[config.mk]
export PLATFORM = sky130hd
export DESIGN_NAME = subtract_seq_flat
export DESIGN_NICKNAME = d
export VERILOG_FILES = /design/src/rtl/subtract_seq_pkg.sv /design/src/rtl/subtract_seq_if.sv /design/src/rtl/subtract_seq_sub_chunk.sv /design/src/rtl/subtract_seq.sv /design/src/flat_wrapper.sv
export SDC_FILE = /design/constraint.sdc
export NUM_CORES = 1
export LEC_CHECK = 0
export ABC_AREA = 1
export CELL_PAD_IN_SITES_DETAIL_PLACEMENT = 0
export CELL_PAD_IN_SITES_GLOBAL_PLACEMENT = 1
export CORE_UTILIZATION = 35
export CTS_CLUSTER_DIAMETER = 80
export DETAILED_ROUTE_END_ITERATION = 10
export PLACE_DENSITY = 0.75
export SYNTH_ARGS = -nofsm -noshare
export SYNTH_HDL_FRONTEND = slang
export SYNTH_SLANG_ARGS = --single-unit
[constraint.sdc]
create_clock -name clk -period 8.21 [get_ports clk]
set_clock_uncertainty 0.05 [all_clocks]
set_input_delay 1.642 -clock clk [delete_from_list [all_inputs] [get_ports clk]]
set_output_delay 1.642 -clock clk [all_outputs]
set_load 0.005 [all_outputs]
[src/rtl/subtract_seq_pkg.sv]
// Shared definitions for the chunked sequential subtractor:
// FSM encoding and chunk-count / index-width derivation.
package subtract_seq_pkg;

   typedef enum logic [1:0] {
      IDLE = 2'd0,
      RUN  = 2'd1,
      DONE = 2'd2
   } state_t;

   function automatic int nchunk(input int width, input int chunk);
      return width / chunk;
   endfunction

   // A single-chunk build still needs a 1-bit index register.
   function automatic int idx_w(input int n);
      return (n <= 1) ? 1 : $clog2(n);
   endfunction

endpackage

[src/rtl/subtract_seq_if.sv]
// Operand/result handshake bundle for subtract_seq.
// The borrow signal exists only when SUBTRACT_SEQ_BORROW_EN is defined.
interface subtract_seq_if #(
   parameter int WIDTH = 64
);
   logic             in_valid;
   logic             in_ready;
   logic [WIDTH-1:0] abus;
   logic [WIDTH-1:0] bbus;
   logic             out_valid;
   logic             out_ready;
   logic [WIDTH-1:0] out;
   logic             busy;
`ifdef SUBTRACT_SEQ_BORROW_EN
   logic             borrow;
`endif

   modport master (
      output in_valid, abus, bbus, out_ready,
      input  in_ready, out_valid, out, busy
`ifdef SUBTRACT_SEQ_BORROW_EN
      , input borrow
`endif
   );

   modport slave (
      input  in_valid, abus, bbus, out_ready,
      output in_ready, out_valid, out, busy
`ifdef SUBTRACT_SEQ_BORROW_EN
      , output borrow
`endif
   );
endinterface

[src/rtl/subtract_seq_sub_chunk.sv]
// Combinational CHUNK-bit subtract with borrow in/out: diff = a - b - bin.
module sub_chunk #(
   parameter int CHUNK = 16
) (
   input  logic [CHUNK-1:0] a,
   input  logic [CHUNK-1:0] b,
   input  logic             bin,
   output logic [CHUNK-1:0] diff,
   output logic             bout
);
   logic [CHUNK:0] full;

   // Extra top bit goes to 1 exactly when the chunk result underflows.
   assign full = {1'b0, a} - {1'b0, b} - {{CHUNK{1'b0}}, bin};
   assign diff = full[CHUNK-1:0];
   assign bout = full[CHUNK];
endmodule

[src/rtl/subtract_seq.sv]
// Sequential subtractor: WIDTH-bit a - b computed CHUNK bits per cycle, LSB chunk first.
// Optional final-borrow output enabled by SUBTRACT_SEQ_BORROW_EN.
module subtract_seq
   import subtract_seq_pkg::*;
#(
   parameter int WIDTH = 64,
   parameter int CHUNK = 16
) (
   input  logic          clk,
   input  logic          rst,
   subtract_seq_if.slave bus
);
   localparam int NCHUNK = nchunk(WIDTH, CHUNK);
   localparam int IDXW   = idx_w(NCHUNK);

   state_t state, nstate;

   logic [NCHUNK-1:0][CHUNK-1:0] a_q, b_q, res_q;
   logic [IDXW-1:0]              idx;
   logic                         brw;
   logic                         last;
   logic [CHUNK-1:0]             a_c, b_c, diff;
   logic                         bout;

   assign last = (idx == IDXW'(NCHUNK - 1));

   // Chunk selection by compare rather than indexing keeps NCHUNK=1 clean.
   always_comb begin
      a_c = '0;
      b_c = '0;
      for (int i = 0; i < NCHUNK; i++) begin
         if (idx == IDXW'(i)) begin
            a_c = a_q[i];
            b_c = b_q[i];
         end
      end
   end

   sub_chunk #(.CHUNK(CHUNK)) u_sub (
      .a    (a_c),
      .b    (b_c),
      .bin  (brw),
      .diff (diff),
      .bout (bout)
   );

   always_ff @(posedge clk or posedge rst) begin
      if (rst) state <= IDLE;
      else     state <= nstate;
   end

   always_comb begin
      nstate        = state;
      bus.in_ready  = 1'b0;
      bus.out_valid = 1'b0;
      bus.busy      = 1'b0;
      case (state)
         IDLE: begin
            bus.in_ready = ~rst;
            if (bus.in_valid) nstate = RUN;
         end
         RUN: begin
            bus.busy = 1'b1;
            if (last) nstate = DONE;
         end
         DONE: begin
            bus.busy      = 1'b1;
            bus.out_valid = 1'b1;
            if (bus.out_ready) nstate = IDLE;
         end
         default: nstate = IDLE;
      endcase
   end

   always_ff @(posedge clk or posedge rst) begin
      if (rst) begin
         a_q   <= '0;
         b_q   <= '0;
         res_q <= '0;
         idx   <= '0;
         brw   <= 1'b0;
      end else begin
         case (state)
            IDLE: begin
               if (bus.in_valid) begin
                  a_q <= bus.abus;
                  b_q <= bus.bbus;
                  idx <= '0;
                  brw <= 1'b0;
               end
            end
            RUN: begin
               for (int i = 0; i < NCHUNK; i++) begin
                  if (idx == IDXW'(i)) res_q[i] <= diff;
               end
               brw <= bout;
               idx <= last ? '0 : idx + 1'b1;
            end
            default: ;
         endcase
      end
   end

   assign bus.out = res_q;
`ifdef SUBTRACT_SEQ_BORROW_EN
   // After the last chunk the running borrow is the final a < b flag.
   assign bus.borrow = brw;
`endif

endmodule

[src/flat_wrapper.sv]
// flat-port wrapper written by rule: the top's interface ports become plain ports
module subtract_seq_flat import subtract_seq_pkg::*;
#(
   parameter int WIDTH = 64,
   parameter int CHUNK = 16
)
  (clk, rst, bus_in_valid, bus_abus, bus_bbus, bus_out_ready, bus_in_ready, bus_out_valid, bus_out, bus_busy);
  subtract_seq_if #(.WIDTH(WIDTH)) bus_i ();
  input  logic clk;
  input  logic rst;
  input wire logic [$bits(bus_i.in_valid)-1:0] bus_in_valid;
  input wire logic [$bits(bus_i.abus)-1:0] bus_abus;
  input wire logic [$bits(bus_i.bbus)-1:0] bus_bbus;
  input wire logic [$bits(bus_i.out_ready)-1:0] bus_out_ready;
  output wire logic [$bits(bus_i.in_ready)-1:0] bus_in_ready;
  output wire logic [$bits(bus_i.out_valid)-1:0] bus_out_valid;
  output wire logic [$bits(bus_i.out)-1:0] bus_out;
  output wire logic [$bits(bus_i.busy)-1:0] bus_busy;
  assign bus_i.in_valid = bus_in_valid;
  assign bus_i.abus = bus_abus;
  assign bus_i.bbus = bus_bbus;
  assign bus_i.out_ready = bus_out_ready;
  assign bus_in_ready = bus_i.in_ready;
  assign bus_out_valid = bus_i.out_valid;
  assign bus_out = bus_i.out;
  assign bus_busy = bus_i.busy;
  subtract_seq #(.WIDTH(WIDTH), .CHUNK(CHUNK)) u_core (.clk(clk), .rst(rst), .bus(bus_i));
endmodule
## After elaboration in Yosys (flattened, before gate mapping)

Index checks and enable logic that the tools add are counted.

| operators by class | value |
|---|---|
| add/subtract/negate cells | 3 |
| equal/unequal tests | 8 |
| muxes and demuxes | 20 |
| bitwise gates (word level) | 1 |
| reductions and logical operators | 11 |

Operators with widths:

| operator | count |
|---|---|
| 16-bit two-way mux | 8 |
| 16-bit by 16-bit subtractor with 17-bit output | 1 |
| 17-bit by 1-bit subtractor with 17-bit output | 1 |
| 2-bit AND reduction | 6 |
| 2-bit two-way mux | 5 |
| 2-bit equality test (second input constant) | 3 |
| 2-bit case mux with 3 select lines | 1 |
| 2-bit by 1-bit equality test with 1-bit output (second input constant) | 2 |
| 2-bit logical NOT | 2 |
| 1-bit two-way mux | 4 |
| 2-bit != test (second input constant) | 2 |
| 2-bit case mux with 2 select lines | 1 |
| 3-bit AND reduction | 1 |
| 2-bit by 1-bit adder with 2-bit output (second input constant) | 1 |
| 2-bit by 1-bit != test with 1-bit output (second input constant) | 1 |
| 1-bit case mux with 2 select lines | 1 |
| 2-bit nonzero test | 1 |
| 2-bit OR reduction | 1 |
| 1-bit NOT | 1 |

| storage, ports and cells | value |
|---|---|
| bits in registers | 197 |
| bits of input ports | 132 |
| output and inout port bits | 67 |

## Logic depth before layout (Yosys ltp)

Gate-level depths: netlist (run 1).

| depth | value |
|---|---|
| depth after elaboration | 8 |
| depth in mapped cells | 25 |
| gate-level depth less buffers | 22 |

## Modules after synthesis

A second synthesis (run 1) with hierarchy kept.

| second synthesis, totals | value |
|---|---|
| cell total of the unflattened synthesis | 1328 |
| area, all modules | 10189.8 µm² |

By module, submodules not included:

| module | instances | cells each | area each (µm²) | seq. area each (µm²) |
|---|---|---|---|---|
| subtract_seq | 1 | 1069 | 8843.5 | 4929.7 |
| sub_chunk | 1 | 259 | 1346.3 | 0.0 |

## Worst setup path before layout (run 1)

OpenSTA, ideal clock, no wires.

| timing | value |
|---|---|
| kind | input to output |
| start point | in rst |
| end point | out bus_in_ready |
| arrival time | 1.748 ns |
| data required time | 6.518 ns |
| slack | 4.770 ns |
| stages on the path | 1 |
| cell sequence | nor2_1 |

| on the way | value |
|---|---|
| longest elaborated chain between the ends | 2 |

Ends and longest elaborated chain:

| what | RTL line | RTL |
|---|---|---|
| start, declared | flat_wrapper.sv:10 | `input logic rst;` |
| 1-bit NOT | subtract_seq.sv:59 | `bus.in_ready = ~rst;` |
| 1-bit two-way mux | subtract_seq.sv:57 | `case (state)` |
| end, declared | flat_wrapper.sv:15 | `output wire logic [$bits(bus_i.in_ready)-1:0] bus_in_ready;` |

Every way passes these cells.

## Final worst setup path (run 1)

Ends and elaborated chain as after synthesis.

==> results.sh, run 1 <==
export IMPL_status="finished, violations left"
export IMPL_violations_in_the_final_reports="design-rule violations"
export IMPL_finalWeightedCongestion=0.7920
export IMPL_cts_buffers_inserted=17
export IMPL_floorplan_rows=59
export IMPL_setup_cp_type="in -> out"
export IMPL_clkSinkCount=197
export IMPL_final_hold_violations=0
export IMPL_chipHeight_um=165.9
export IMPL_crit_arrival_ps=2800
export IMPL_netlist_area_before_placement_sq_um=9400
export IMPL_cp_cell_sequence="clkdlybuf4s50_1, nor2_1, clkdlybuf4s50_1"
export IMPL_path_clk_slew_ps=80
export IMPL_drtAntennaViolNets=0
export IMPL_final_cells=1440
export IMPL_grt_overflow_total=0
export IMPL_grt_max_degree=129
export IMPL_critical_path_max_stage_delay_ps=510
export IMPL_cts_resized=0
export IMPL_die_area_sq_um=27520
export IMPL_placeableCoreArea_sq_um=26210
export IMPL_syn_to_layout_area_delta_pct=30.57
export IMPL_drv_cap=0
export IMPL_utilization=0.4684
export IMPL_port_buffer_count=198
export IMPL_clk_path_buf_depth=2
export IMPL_post_cts_buffers=0
export IMPL_finalSetupTns_ps=0
export IMPL_dp_cells=1406
export IMPL_yosys_warnings=0
export IMPL_syn_mean_instance_area_sq_um=10.35
export IMPL_cp_start_kind="primary input"
export IMPL_drt_initial_drc_count=483
export IMPL_worstPathMaxFanout=2
export IMPL_cpMaxStageDelayCell="sky130_fd_sc_hd__clkdlybuf4s50_1"
export IMPL_synth_sequential_area_ratio=0.5244
export IMPL_hold_path_depth=2
export IMPL_final_common_cell="sky130_fd_sc_hd__clkdlybuf4s50_1"
export IMPL_remaining_drc_errors=24
export IMPL_viasPerCell=4.897
export IMPL_layout_cells_most_common_list="sky130_fd_sc_hd__clkdlybuf4s50_1, sky130_fd_sc_hd__dfrtp_1, sky130_fd_sc_hd__nand2_1"
export IMPL_initial_utilization=0.3587
export IMPL_mappedNetlistNets=1077
export IMPL_grt_first_pass_wirelength_um=39080
export IMPL_synthDominantCellAreaShare=0.5244
export IMPL_fin_nets=1259
export IMPL_critical_path_top_cell_by_count="sky130_fd_sc_hd__clkdlybuf4s50_1"
export IMPL_drt_total_wl_um=24200
export IMPL_worst_slew_pin_transition_ps=1137
export IMPL_drt_pass1_iterations=8
export IMPL_h_tree_depth=4
export IMPL_antenna_found_initial=2
export IMPL_fmax_mhz=222.4
export IMPL_clk_latency_ps=440
export IMPL_vias=7051
export IMPL_wl_per_cell_um=16.81
export IMPL_final_layout_size_suffix_gt1_frac=0.1668
export IMPL_synth_cell_types=36
export IMPL_number_of_global_route_vias_before_repair=7025
export IMPL_final_max_slew_violation_count=0
export IMPL_critical_path_required_ps=6520
export IMPL_die_width_um=165.9
export IMPL_worst_slew_margin_rel=0.2422
export IMPL_yosys_top_cells_area="sky130_fd_sc_hd__dfrtp_1, sky130_fd_sc_hd__mux2_2, sky130_fd_sc_hd__nand2_1"
export IMPL_post_synth_top_area_cell="sky130_fd_sc_hd__dfrtp_1"
export IMPL_grt_usage=0.1829
export IMPL_ys_seq_elements=197
export IMPL_period_share=0.5477
export IMPL_cts_tree="yes"
export IMPL_setup_viol=0
export IMPL_reg2regPathDepth=23
export IMPL_crit_path_end_kind="output pin"
export IMPL_io_pin_count=199
export IMPL_grt_setup_unrepaired="no"
export IMPL_hold_path_class="reg -> reg"
export IMPL_netlist_instances=908
export IMPL_postCtsHoldBufs=0
export IMPL_hpwl_um=17710
export IMPL_clock_root_buffer="sky130_fd_sc_hd__clkbuf_16"
export IMPL_minimum_clock_period_after_layout_ps=4497
[path summary, 6_finish.rpt]
check / from / endpoint / slack (ps)
setup / recovery: rst / bus_in_ready / 3710
hold / removal: u_core.bus.out[11] / u_core.bus.out[11] / 440
setup reg to reg: u_core.idx[1] / u_core.bus.out[42] / 3970
hold reg to reg: u_core.bus.out[11] / u_core.bus.out[11] / 440
max in group asynchronous: rst / u_core.b_q[25] / 4870
min in group asynchronous: rst / u_core.b_q[50] / 1780
[kinds of logic (layout without fill, tap and decap cells)]
family          Yosys count  count (layout)  synth area share
flops                   197             197            0.5244
compound gates          173             173            0.1101
fa+ha+maj                37              37           0.05085
simple gates            261             261            0.1185
mux                     114             114            0.1366
other cells               0               2                 0
buf+inv                 119             314           0.05151
xor+xnor                  7               7          0.008119
[cells in the mapped netlist (all sizes together)]
master	number
a21boi	1
o31ai	18
a221oi	14
ha	35
a22oi	17
dfrtp	197
nand3b	1
inv	77
nor3	3
xnor2	7
nor2	44
nand3	37
a221o	1
nand4	2
o21a	2
a21oi	41
o211ai	1
or2	1
nand2	173
buf	22
o21bai	5
clkbuf	20
fa	2
mux2	114
o21ai	72
a31oi	1
[state kept, by name (all words and copies together) (netlist names)]
signal and flops:
u_core.brw 1, u_core.idx 2, u_core.a_q 64, u_core.b_q 64, u_core.bus.out 64, u_core.state 2
[through the flow]
| stage | instance area (sq um) | hold WS (ps) | worst slack, ps |
|---|---|---|---|
| finish | 12270 | 435.1 | 3713 |
| CTS | 12270 | 438.1 | 3698 |
| floorplan | 9400 | 422.6 | 1149 |
| global route | 12270 | 464.5 | 3564 |
| detailed placement | 11680 | 418.4 | 3704 |
| global placement | 11680 | 415.8 | 3710 |
[critical path, delay by kind of cell]
kind | cells | cell delay, ps
AND/OR/NAND/NOR | 1 | 150
buffers and inverters | 2 | 1020
[final cells by class]
cell class / instances / area, sq um
multi-input cells: 592 / 3999
flip-flops and latches: 197 / 4930
clock buffers: 18 / 439.2
clock inverters: 14 / 151.4
repair buffers: 205 / 2034
diodes: 2 / 5.005
inverters: 77 / 296.5
fillers: 2450 / 13930
well taps: 335 / 419.2
[layer usage]
layer,share of wire,GRT usage
met1,0.48,0.2577
met3,0.051,0.03956
met2,0.46,0.2868
met5,0,0
met4,0.010,0.04429
Power of run 1 is left out: the tool's default activity adds up to more than one toggle a clock period on the data nets, which glitch-free logic cannot reach.
==> run 2: changes to the inputs <==
==> constraint.sdc (replaced) <==
create_clock -name clk -period 4.4 [get_ports clk]
set_clock_uncertainty 0.05 [all_clocks]
set_input_delay 0.88 -clock clk [delete_from_list [all_inputs] [get_ports clk]]
set_output_delay 0.88 -clock clk [all_outputs]
set_load 0.005 [all_outputs]
==> results.sh, run 2 (synthesis results as in run 1) <==
export IMPL_critical_path_required_ps=4670
export IMPL_drt_total_wl_um=24980
export IMPL_grt_first_pass_wirelength_um=39630
export IMPL_startpoint="u_core.idx[0]"
export IMPL_drt_pass1_iterations=9
export IMPL_io_pin_count=199
export IMPL_grt_overflow_total=0
export IMPL_port_buffer_count=198
export IMPL_cts_resized=0
export IMPL_setup_viol=0
export IMPL_h_tree_depth=4
export IMPL_worst_slew_margin_rel=0.3403
export IMPL_violations_in_the_final_reports="design-rule violations"
export IMPL_status="finished, violations left"
export IMPL_final_hold_violations=0
export IMPL_clkSinkCount=197
export IMPL_wl_per_cell_um=17.25
export IMPL_min_delay_start="u_core.bus.out[53]"
export IMPL_hold_path_class="reg -> reg"
export IMPL_placeableCoreArea_sq_um=26210
export IMPL_drtAntennaViolNets=0
export IMPL_fin_nets=1269
export IMPL_setup_cp_type="reg -> reg"
export IMPL_crit_arrival_ps=4030
export IMPL_initial_utilization=0.3587
export IMPL_dpl_instance_area_sq_um=11790
export IMPL_dp_slack_ps=633.1
export IMPL_finalSetupTns_ps=0
export IMPL_final_max_slew_violation_count=0
export IMPL_floorplan_rows=59
export IMPL_drv_cap=0
export IMPL_grt_setup_unrepaired="no"
export IMPL_grt_use_met1=0.2657
export IMPL_number_of_global_route_vias_before_repair=7222
export IMPL_cts_buffers_inserted=17
export IMPL_post_cts_buffers=0
export IMPL_path_clk_slew_ps=70
export IMPL_postCtsHoldBufs=0
export IMPL_groute_layer_met2_usage=0.2865
export IMPL_fmax_mhz=266.2
export IMPL_period_share=0.8539
export IMPL_die_width_um=165.9
export IMPL_setup_slack_ps=642.8
export IMPL_viasPerCell=4.963
export IMPL_die_area_sq_um=27520
export IMPL_worstPathMaxFanout=17
export IMPL_busiest_layer="met2"
export IMPL_worst_slew_pin_transition_ps=987.4
export IMPL_grt_max_degree=68
export IMPL_cp_start_kind="flip-flop"
export IMPL_layout_cells_most_common_list="sky130_fd_sc_hd__clkdlybuf4s50_1, sky130_fd_sc_hd__dfrtp_1, sky130_fd_sc_hd__nand2_1"
export IMPL_antenna_found_initial=1
export IMPL_final_common_cell="sky130_fd_sc_hd__clkdlybuf4s50_1"
export IMPL_grt_usage=0.1858
export IMPL_drt_initial_drc_count=563
export IMPL_grt_use_met3=0.03360
export IMPL_crit_path_end_kind="flip-flop"
export IMPL_chipHeight_um=165.9
export IMPL_finalWeightedCongestion=0.8072
export IMPL_layout_cell_area_non_filler_sq_um=12340
export IMPL_clk_latency_ps=440
export IMPL_minimum_clock_period_after_layout_ps=3757
export IMPL_clock_root_buffer="sky130_fd_sc_hd__clkbuf_16"
export IMPL_num_fill_cells=2424
export IMPL_remaining_drc_errors=28
export IMPL_cts_tree="yes"
export IMPL_startpoint_of_the_worst_slack_reg_to_reg_timing_path="u_core.idx[0]"
export IMPL_clk_path_buf_depth=2
export IMPL_vias=7186
export IMPL_final_layout_size_suffix_gt1_frac=0.1727
export IMPL_hpwl_um=18920
export IMPL_syn_to_layout_area_delta_pct=31.32
## run 2: changes by cell type in the layout (fill, tap and decap cells not counted), moves of 2 or more
cell / change
sky130_fd_sc_hd__clkinv_2: +2
sky130_fd_sc_hd__inv_8: -5
sky130_fd_sc_hd__buf_4: +7
sky130_fd_sc_hd__buf_12: +3
sky130_fd_sc_hd__clkinv_4: +2
## run 2: layout make-up
type	instances	area [sq um]	area share
inverters	77	292.8	0.02372
diodes	1	2.502	0.0002027
repair buffers	215	2147	0.1739
clock buffers	18	429.2	0.03477
clock inverters	13	125.1	0.01014
multi-input cells	592	3999	0.3239
flip-flops and latches	197	4930	0.3994
well taps	335	419.2	0.03396
## run 2: worst paths after layout
check,end,slack [ps],cells after the start
max in group asynchronous,u_core.bus.out[27],2460,3
min in group asynchronous,u_core.b_q[51],980,2
hold reg to reg,u_core.bus.out[53],430,2
hold / removal,u_core.bus.out[53],430,2
setup reg to reg,u_core.bus.out[26],640,22
setup / recovery,u_core.bus.out[26],640,22
## run 2: routing by layer
| layer | part of all wire | routed length, um |
|---|---|---|
| met5 | 0 | 0 |
| met2 | 0.45 | 11230 |
| met1 | 0.49 | 12130 |
| met4 | 0.017 | 429 |
| met3 | 0.048 | 1191 |
## run 2: metrics by stage
| step | utilization | hold slack (ps) | std cells |
|---|---|---|---|
| global route | 0.4709 | 462.3 | 1447 |
| floorplan | - | 422.6 | 908 |
| CTS | 0.4709 | 436.3 | 1447 |
| global placement | 0.4498 | 416.4 | 1416 |
| detailed placement | 0.4498 | 416.9 | 1416 |
| finish | 0.4710 | 433.5 | 1448 |
## run 2: critical path, stage by stage, from the launching register on
cell and delay, ps:
sky130_fd_sc_hd__dfrtp_1 400, sky130_fd_sc_hd__inv_1 120, sky130_fd_sc_hd__ha_1 210, sky130_fd_sc_hd__nand2_1 110, sky130_fd_sc_hd__inv_2 200, sky130_fd_sc_hd__buf_4 290, sky130_fd_sc_hd__a22oi_1 90, sky130_fd_sc_hd__o21ai_0 150
sky130_fd_sc_hd__o21ai_0 150, sky130_fd_sc_hd__fa_1 440, sky130_fd_sc_hd__fa_1 450, sky130_fd_sc_hd__nand2_1 80, sky130_fd_sc_hd__nand2_1 40, sky130_fd_sc_hd__nand2_1 110, sky130_fd_sc_hd__nand2_1 60, sky130_fd_sc_hd__nand2_1 100
sky130_fd_sc_hd__nand2_1 70, sky130_fd_sc_hd__nand2_1 90, sky130_fd_sc_hd__nand3_1 100, sky130_fd_sc_hd__nand2_1 80, sky130_fd_sc_hd__nand2_1 90, sky130_fd_sc_hd__nand3_1 90, sky130_fd_sc_hd__nand2_1 60
Power of run 2 is left out for the same reason.
==> RTL change: new RTL, config.mk and constraints of run 1 <==
`WIDTH` is set to 64 in 3 places; all go to 32.
--- a/src/rtl/subtract_seq_if.sv
+++ b/src/rtl/subtract_seq_if.sv
@@ -1,7 +1,7 @@
 // Operand/result handshake bundle for subtract_seq.
 // The borrow signal exists only when SUBTRACT_SEQ_BORROW_EN is defined.
 interface subtract_seq_if #(
-   parameter int WIDTH = 64
+   parameter int WIDTH = 32
 );
    logic             in_valid;
    logic             in_ready;
--- a/src/rtl/subtract_seq.sv
+++ b/src/rtl/subtract_seq.sv
@@ -3,7 +3,7 @@
 module subtract_seq
    import subtract_seq_pkg::*;
 #(
-   parameter int WIDTH = 64,
+   parameter int WIDTH = 32,
    parameter int CHUNK = 16
 ) (
    input  logic          clk,
--- a/src/flat_wrapper.sv
+++ b/src/flat_wrapper.sv
@@ -1,7 +1,7 @@
 // flat-port wrapper written by rule: the top's interface ports become plain ports
 module subtract_seq_flat import subtract_seq_pkg::*;
 #(
-   parameter int WIDTH = 64,
+   parameter int WIDTH = 32,
    parameter int CHUNK = 16
 )
   (clk, rst, bus_in_valid, bus_abus, bus_bbus, bus_out_ready, bus_in_ready, bus_out_valid, bus_out, bus_busy);
Interface: changed (resized bus_abus, bus_bbus and bus_out); port bits go from 199 to 103. The function was not compared with the original's and may differ.
==> RTL change against run 1 <==
The run still ends with DRC left. Area after synthesis shrank 43%. Global-route usage down 1.4 points. Sequential cell count fell by 97. Hold slack got worse by 0.011 ns. Final area is 45% lower. Wire length decreased by 48%. Non-clock buffer count fell by 98. Setup slack improved by 0.074 ns. Critical path type unchanged.
Power is not shown: default switching activity piles up to over one toggle a cycle in this logic, so the estimate is an artifact.
==> RTL change: results (changes against run 1) <==
Outcome
  – Status: finished, violations left
  – Failing checks: DRC

Finish
  – Number of diodes: 0 (-2)
  – Fin nets: 882 (-30%)
  – Share of cells above drive strength 1: 4.97% (-12 points)
  – FILL cells: 1491 (-39%)

Routing
  – Vias: 4466 (-37%)
  – Routed len/inst: 12.9 um (-23%)
  – DR WL met3: 533 um (-56%)
  – Post-route DRC: 8 (-67%)
  – WL final: 12.5 mm (-48%)
  – M1 wire length: 6.44 mm (-45%)
  – 1st-iter DRT viols: 258 (-47%)

Clock network
  – Clock latency on the worst-skew pair: 0.36 ns (-0.08 ns)
  – CTS buffer count: 9 (-8)
  – CTS clock-pin slew for the worst setup and hold paths: 0.06 ns (-0.02 ns)

Worst setup path
  – Slack of the worst reg-to-reg path: 5.12 ns (+1.15 ns)
  – Worst EP arrival: 2.73 ns (-0.07 ns)
  – Worst R2R Path Depth: 12 (-48%)
  – Reg-to-reg critical path startpoint: u_core.idx$_DFFE_PP0P_

Global routing
  – Met3 Usage GRT: 3.29% (-0.66 points)
  – Largest net degree at the start of global routing: 79 (-39%)
  – First-pass GRT wire length: 21.0 mm (-46%)
  – Antenna violations before repair: 0 (-2)
  – Met1 GRT Util: 23.7% (-2.1 points)

Worst hold path
  – Critical hold path startpoint: u_core.a_q[7]$_DFFE_PP0P_
  – WHS Endpoint: u_core.a_q[7]$_DFFE_PP0P_

Timing
  – Worst hold slack: 0.425 ns (-0.0105 ns)
  – Worst Tran Pin Value: 0.724 ns (-0.413 ns)

Place
  – # port buffers: 102 (-48%)
  – Post-DP Area: 6500 um2 (-44%)
  – Dpl ws: 3.78 ns (+0.0751 ns)

Synth
  – Synth cell types: 31 (-14%)
  – Synth cell count leaders: nand2_1, dfrtp_1, inv_1
  – Syn Area/Cell: 7.74 um2 (-25%)
-- RTL change: changes by cell type in the layout (fill, tap and decap cells not counted), moves of 10 or more --
cell,delta
a221oi_1,-14
a22oi_1,-17
o31ai_1,-18
nand3_1,-10
nand2_1,+117
inv_1,+13
nor2_1,-29
mux2_2,-114
clkdlybuf4s50_1,-96
a21oi_1,-29
o21ai_0,+13
dfrtp_1,-97
-- RTL change: kinds of logic after synthesis --
kind of cell	share of synthesized area, %
DFF	47.0
muxes	0.188
and+or+nand+nor	25.0
buffers and inverters	8.65
adders and majority gates	8.04
AOI/OAI and AO/OA	9.88
xor gates and xnor gates	1.15
-- RTL change: area by class of cell --
class	count	area share [%]
Clock inverter	4	0.426
Tap cell	184	3.41
Inverter	92	5.17
Timing Repair Buffer	107	15.7
Sequential cell	100	37.0
Clock buffer	10	3.39
Multi-Input combinational cell	471	34.9
-- RTL change: critical path, cell delays in order --
cell	delay [ns]
clkdlybuf4s50_1	0.46
nor2_1	0.13
clkdlybuf4s50_1	0.50
